**src/rtl/ram_req_ctrl_pkg.sv**
```systemverilog
// ram_req_ctrl_pkg: shared FSM state encodings for the RAM request front-end.
package ram_req_ctrl_pkg;

    localparam int unsigned STATE_W = 2;

    localparam logic [STATE_W-1:0] IDLE  = 2'd0;
    localparam logic [STATE_W-1:0] ISSUE = 2'd1;
    localparam logic [STATE_W-1:0] WAIT  = 2'd2;
    localparam logic [STATE_W-1:0] RESP  = 2'd3;

endpackage : ram_req_ctrl_pkg

```
**src/rtl/ram_req_ctrl.sv**
```systemverilog
// ram_req_ctrl: valid/ready front-end for a single-port synchronous RAM.
// One request in flight; reads return on the rsp channel 3 cycles after the
// request handshake. Optional macro RAM_REQ_CTRL_WR_ACK_EN makes writes
// return a response (the written data) 2 cycles after their handshake.
module ram_req_ctrl
    import ram_req_ctrl_pkg::*;
#(
    parameter int unsigned D_WIDTH = 8,
    parameter int unsigned A_WIDTH = 3
) (
    input  logic               clk,
    input  logic               rst_n,
    input  logic               req_valid,
    output logic               req_ready,
    input  logic               req_wr,
    input  logic [A_WIDTH-1:0] req_addr,
    input  logic [D_WIDTH-1:0] req_wdata,
    output logic               rsp_valid,
    input  logic               rsp_ready,
    output logic [D_WIDTH-1:0] rsp_data,
    output logic               ram_w_r,
    output logic [A_WIDTH-1:0] ram_addr,
    output logic [D_WIDTH-1:0] ram_data_in,
    input  logic [D_WIDTH-1:0] ram_data_out
);

    logic [STATE_W-1:0] r_state;
    logic [STATE_W-1:0] w_next_state;
    logic               r_w_r;
    logic [A_WIDTH-1:0] r_addr;
    logic [D_WIDTH-1:0] r_wdata;
    logic               r_rsp_valid;
    logic [D_WIDTH-1:0] r_rsp_data;

    // Ready is decoded from state and forced low while reset is held.
    assign req_ready   = (r_state == IDLE) && rst_n;
    assign rsp_valid   = r_rsp_valid;
    assign rsp_data    = r_rsp_data;
    assign ram_w_r     = r_w_r;
    assign ram_addr    = r_addr;
    assign ram_data_in = r_wdata;

    // State register.
    always_ff @(posedge clk) begin
        if (!rst_n) begin
            r_state <= IDLE;
        end else begin
            r_state <= w_next_state;
        end
    end

    // Next-state decode.
    always_comb begin
        w_next_state = r_state;
        case (r_state)
            IDLE: begin
                if (req_valid) begin
                    w_next_state = ISSUE;
                end
            end
            ISSUE: begin
                if (r_w_r) begin
`ifdef RAM_REQ_CTRL_WR_ACK_EN
                    w_next_state = RESP;
`else
                    w_next_state = IDLE;
`endif
                end else begin
                    w_next_state = WAIT;
                end
            end
            WAIT: begin
                w_next_state = RESP;
            end
            RESP: begin
                if (rsp_ready) begin
                    w_next_state = IDLE;
                end
            end
            default: begin
                w_next_state = IDLE;
            end
        endcase
    end

    // RAM command and response registers; address/wdata hold their last value.
    always_ff @(posedge clk) begin
        if (!rst_n) begin
            r_w_r       <= 1'b0;
            r_addr      <= '0;
            r_wdata     <= '0;
            r_rsp_valid <= 1'b0;
            r_rsp_data  <= '0;
        end else begin
            case (r_state)
                IDLE: begin
                    if (req_valid) begin
                        r_w_r   <= req_wr;
                        r_addr  <= req_addr;
                        r_wdata <= req_wdata;
                    end else begin
                        r_w_r   <= 1'b0;
                    end
                end
                ISSUE: begin
                    r_w_r <= 1'b0;
`ifdef RAM_REQ_CTRL_WR_ACK_EN
                    if (r_w_r) begin
                        r_rsp_valid <= 1'b1;
                        r_rsp_data  <= r_wdata;
                    end
`endif
                end
                WAIT: begin
                    r_rsp_valid <= 1'b1;
                    r_rsp_data  <= ram_data_out;
                end
                RESP: begin
                    if (rsp_ready) begin
                        r_rsp_valid <= 1'b0;
                    end
                end
                default: begin
                    r_rsp_valid <= 1'b0;
                end
            endcase
        end
    end

endmodule : ram_req_ctrl
```
**config.mk**
```make
export PLATFORM = sky130hd
export DESIGN_NAME = ram_req_ctrl
export DESIGN_NICKNAME = d
export VERILOG_FILES = /design/src/rtl/ram_req_ctrl_pkg.sv /design/src/rtl/ram_req_ctrl.sv
export SDC_FILE = /design/constraint.sdc
export NUM_CORES = 1
export LEC_CHECK = 0
export BUFFER_PORTS_ARGS = -buffer_cell sky130_fd_sc_hd__buf_4
export CORE_ASPECT_RATIO = 0.75
export CORE_MARGIN = 2
export CORE_UTILIZATION = 50
export CTS_BUF_LIST = sky130_fd_sc_hd__clkbuf_4 sky130_fd_sc_hd__clkbuf_8
export CTS_CLUSTER_DIAMETER = 60
export DETAILED_ROUTE_END_ITERATION = 8
export GPL_TIMING_DRIVEN = 0
export PLACE_DENSITY = 0.95
export SLEW_MARGIN = 10
export SYNTH_ARGS = -nofsm -noshare
export SYNTH_HDL_FRONTEND = slang
export SYNTH_SLANG_ARGS = --single-unit
```
**constraint.sdc**
```tcl
create_clock -name clk -period 3.3 [get_ports clk]
set_clock_uncertainty 0.2 [all_clocks]
set_input_delay 0.33 -clock clk [delete_from_list [all_inputs] [get_ports clk]]
set_output_delay 0.33 -clock clk [all_outputs]
set_load 0.02 [all_outputs]
```
==> results.json <==
{
  "cp-start-kind": "input pin",
  "synth_seq_cells": 23,
  "finalMaxSlewViolations": 0,
  "multi_input_area_um2": 417,
  "wl_per_cell_um": 13.1,
  "finalNetCount": 177,
  "port_buffers": 44,
  "synth.avg_cell_area_um2": 8.89,
  "io-pin-count": 46,
  "n_antenna_cell": 0,
  "viasPerCell": 5.18,
  "initial_core_util_pct": 53.1,
  "hold_buffers": 0,
  "period_share_pct": 56.3,
  "fp.coreArea_mm2": 0.00174,
  "gp_congestion": 0.784,
  "rsz0062_at_grt": "false",
  "fillCellCount": 127,
  "pwr_density_cell_mw_per_mm2": 444,
  "areaGrowthSynthToFinish_pct": 41.9,
  "fin_area_mm2": 0.00131,
  "clk_pin_slew_ns": 0.11,
  "cts_setup_buffers": 0,
  "grt_usage_pct": 22.7,
  "ys_warn_count": 0,
  "syn_nets": 128,
  "hold_start": "ram_data_out[3]",
  "dr.pass1.iters": 4,
  "dieWidth_um": 53.7,
  "synth_top_area_share_pct": 49.8,
  "min_period_ns": 1.86,
  "synthTopCellsByArea": "dfxtp_1 (50%), nand2_1 (11%), o21ai_2 (10%), a21boi_0 (6.5%), nand3_1 (6.0%)",
  "clockBufferDepth": 2,
  "max-vdd-ir-drop_mv": 0.356,
  "r2r_start": "r_state[0]$_SDFFE_PN0P_",
  "drt_iter0_drc": 22,
  "dp_hpwl_mm": 1.77,
  "hold_class": "input pin to flip-flop",
  "final_antenna_net_count": 0,
  "fin_tns_setup_ns": 0,
  "hold_viol_final": 0,
  "worst_pin_slew_ns": 0.435,
  "cap_violations": 0,
  "antenna_found_initial": 0,
  "die-area_mm2": 0.00221,
  "whs_ns": 0.0610,
  "cts-root-buf": "clkbuf_4",
  "syn-instance-count": 104,
  "drive_above_1_share_pct": 42.1,
  "h-tree-depth": 1,
  "status": "finished, final reports clean",
  "seq_area_um2": 460,
  "synth_area_leader_cell": "dfxtp_1",
  "setup_viol": 0,
  "overflow": 0,
  "cts_sinks": 23,
  "syn_area_um2": 925,
  "fmax_mhz": 539,
  "wirelength_mm": 2.27,
  "cts_resized": 0,
  "worstPathArrival_ns": 1.33,
  "chipHeight_um": 41.2,
  "slew_headroom_pct": 71.0,
  "grt_pass1_vias": 794,
  "cp.required_ns": 2.77,
  "drc": 0,
  "critPathMaxFanout": 10,
  "clkLatencyLatePin_ns": 0.30,
  "grt_max_degree": 13,
  "startpoint": "rst_n",
  "p_total_mw": 0.583,
  "power.leakage_nw": 0.583,
  "path_class": "input pin to output pin",
  "ys_types": 18,
  "cts_tree": "done",
  "seq_area_frac_synth_pct": 49.8,
  "place_area_mm2": 0.00128,
  "vias": 902,
  "cts_inserted_buffers": 3,
  "setup.worst_path.end_class": "output pin",
  "grt_pass1_wl_mm": 3.39,
  "rows": 13
}
==> flip-flops by register name, indices dropped and copies added (netlist names), named ones only <==
name         cells
ram_w_r          1
ram_data_in      8
ram_addr         3
rsp_data         8
r_state          1
rsp_valid        1
==> final timing paths <==
kind,endpoint,slack (ns),depth (start not counted)
max,req_ready,1.44,4
min,rsp_data[3]$_SDFFE_PN0P_,0.06,3
max reg2reg,rsp_data[4]$_SDFFE_PN0P_,1.79,4
min reg2reg,rsp_data[3]$_SDFFE_PN0P_,0.26,2
==> worst max-delay path, stage by stage <==
cell	delay, ns
buf_2	0.17
clkbuf_1	0.34
nor3b_1	0.29
buf_4	0.19
==> layout by cell type (no fill, tap or decap) <==
| master | synthesis | routed |
|---|---|---|
| nand2_1 | 28 | 28 |
| nand3_1 | 11 | 11 |
| a22oi_1 | 1 | 1 |
| a21oi_1 | 2 | 2 |
| nor2b_1 | 5 | 5 |
| nor2_1 | 1 | 1 |
| dfxtp_1 | 23 | 23 |
| buf_6 | 2 | 2 |
| or3b_4 | 1 | 1 |
| nor3b_1 | 1 | 1 |
| nand2b_1 | 1 | 1 |
| clkbuf_1 | 4 | 4 |
| a21boi_1 | 1 | 1 |
| buf_2 | 2 | 2 |
| clkbuf_4 | 0 | 4 |
| buf_4 | 0 | 44 |
| a21boi_0 | 8 | 8 |
| and2b_1 | 1 | 1 |
| o21ai_2 | 11 | 11 |
| o21a_1 | 1 | 1 |
==> per-layer routing <==
| layer | part of all wire, % | GRT usage [%] | wire, µm | up-vias |
|---|---|---|---|---|
| met5 | 0 | 0 | 0 | - |
| met4 | 2.5 | 11.5 | 57 | 0 |
| met3 | 5.0 | 6.93 | 114 | 6 |
| met2 | 54 | 41.7 | 1220 | 29 |
| met1 | 39 | 24.3 | 882 | 424 |
| li1 | - | - | - | 443 |
==> power breakdown <==
group / internal (mW) / switching [mW]
registers: 0.297 / 0.0136
clock network: 0.0554 / 0.0779
logic: 0.0661 / 0.0729
==> Yosys cell counts, drive strengths merged <==
cell and number:
nand3 11, buf 4, nand2b 1, nor3b 1
a22oi 1, o21a 1, a21oi 2, clkbuf 4
o21ai 11, nor2 1, a21boi 9, nand2 28
or3b 1, dfxtp 23, nor2b 5, and2b 1
==> per-stage QoR <==
step	worst slack, ns	instances	util [%]
3_3_place_gp	1.55	170	73.7
4_1_cts	1.45	174	75.4
3_5_place_dp	1.47	170	73.7
5_1_grt	1.37	174	75.4
6_report	1.44	174	75.4
2_1_floorplan	1.49	104	-
==> cells by family after synthesis <==
logic type | count (synthesis) | share of synthesized area [%]
DFF | 23 | 49.8
AOI/OAI and AO/OA | 24 | 20.4
buffers and inverters | 8 | 5.14
and+or+nand+nor | 49 | 24.6
==> cell type report <==
class	instances	area share, %
plain buffers	8	3.62
clock buffers	4	2.29
multi-input cells	73	31.7
flip-flops and latches	23	35.1
well taps	22	2.10
repair buffers	44	25.2
No activity file was read; power rests on OpenSTA's default activity.
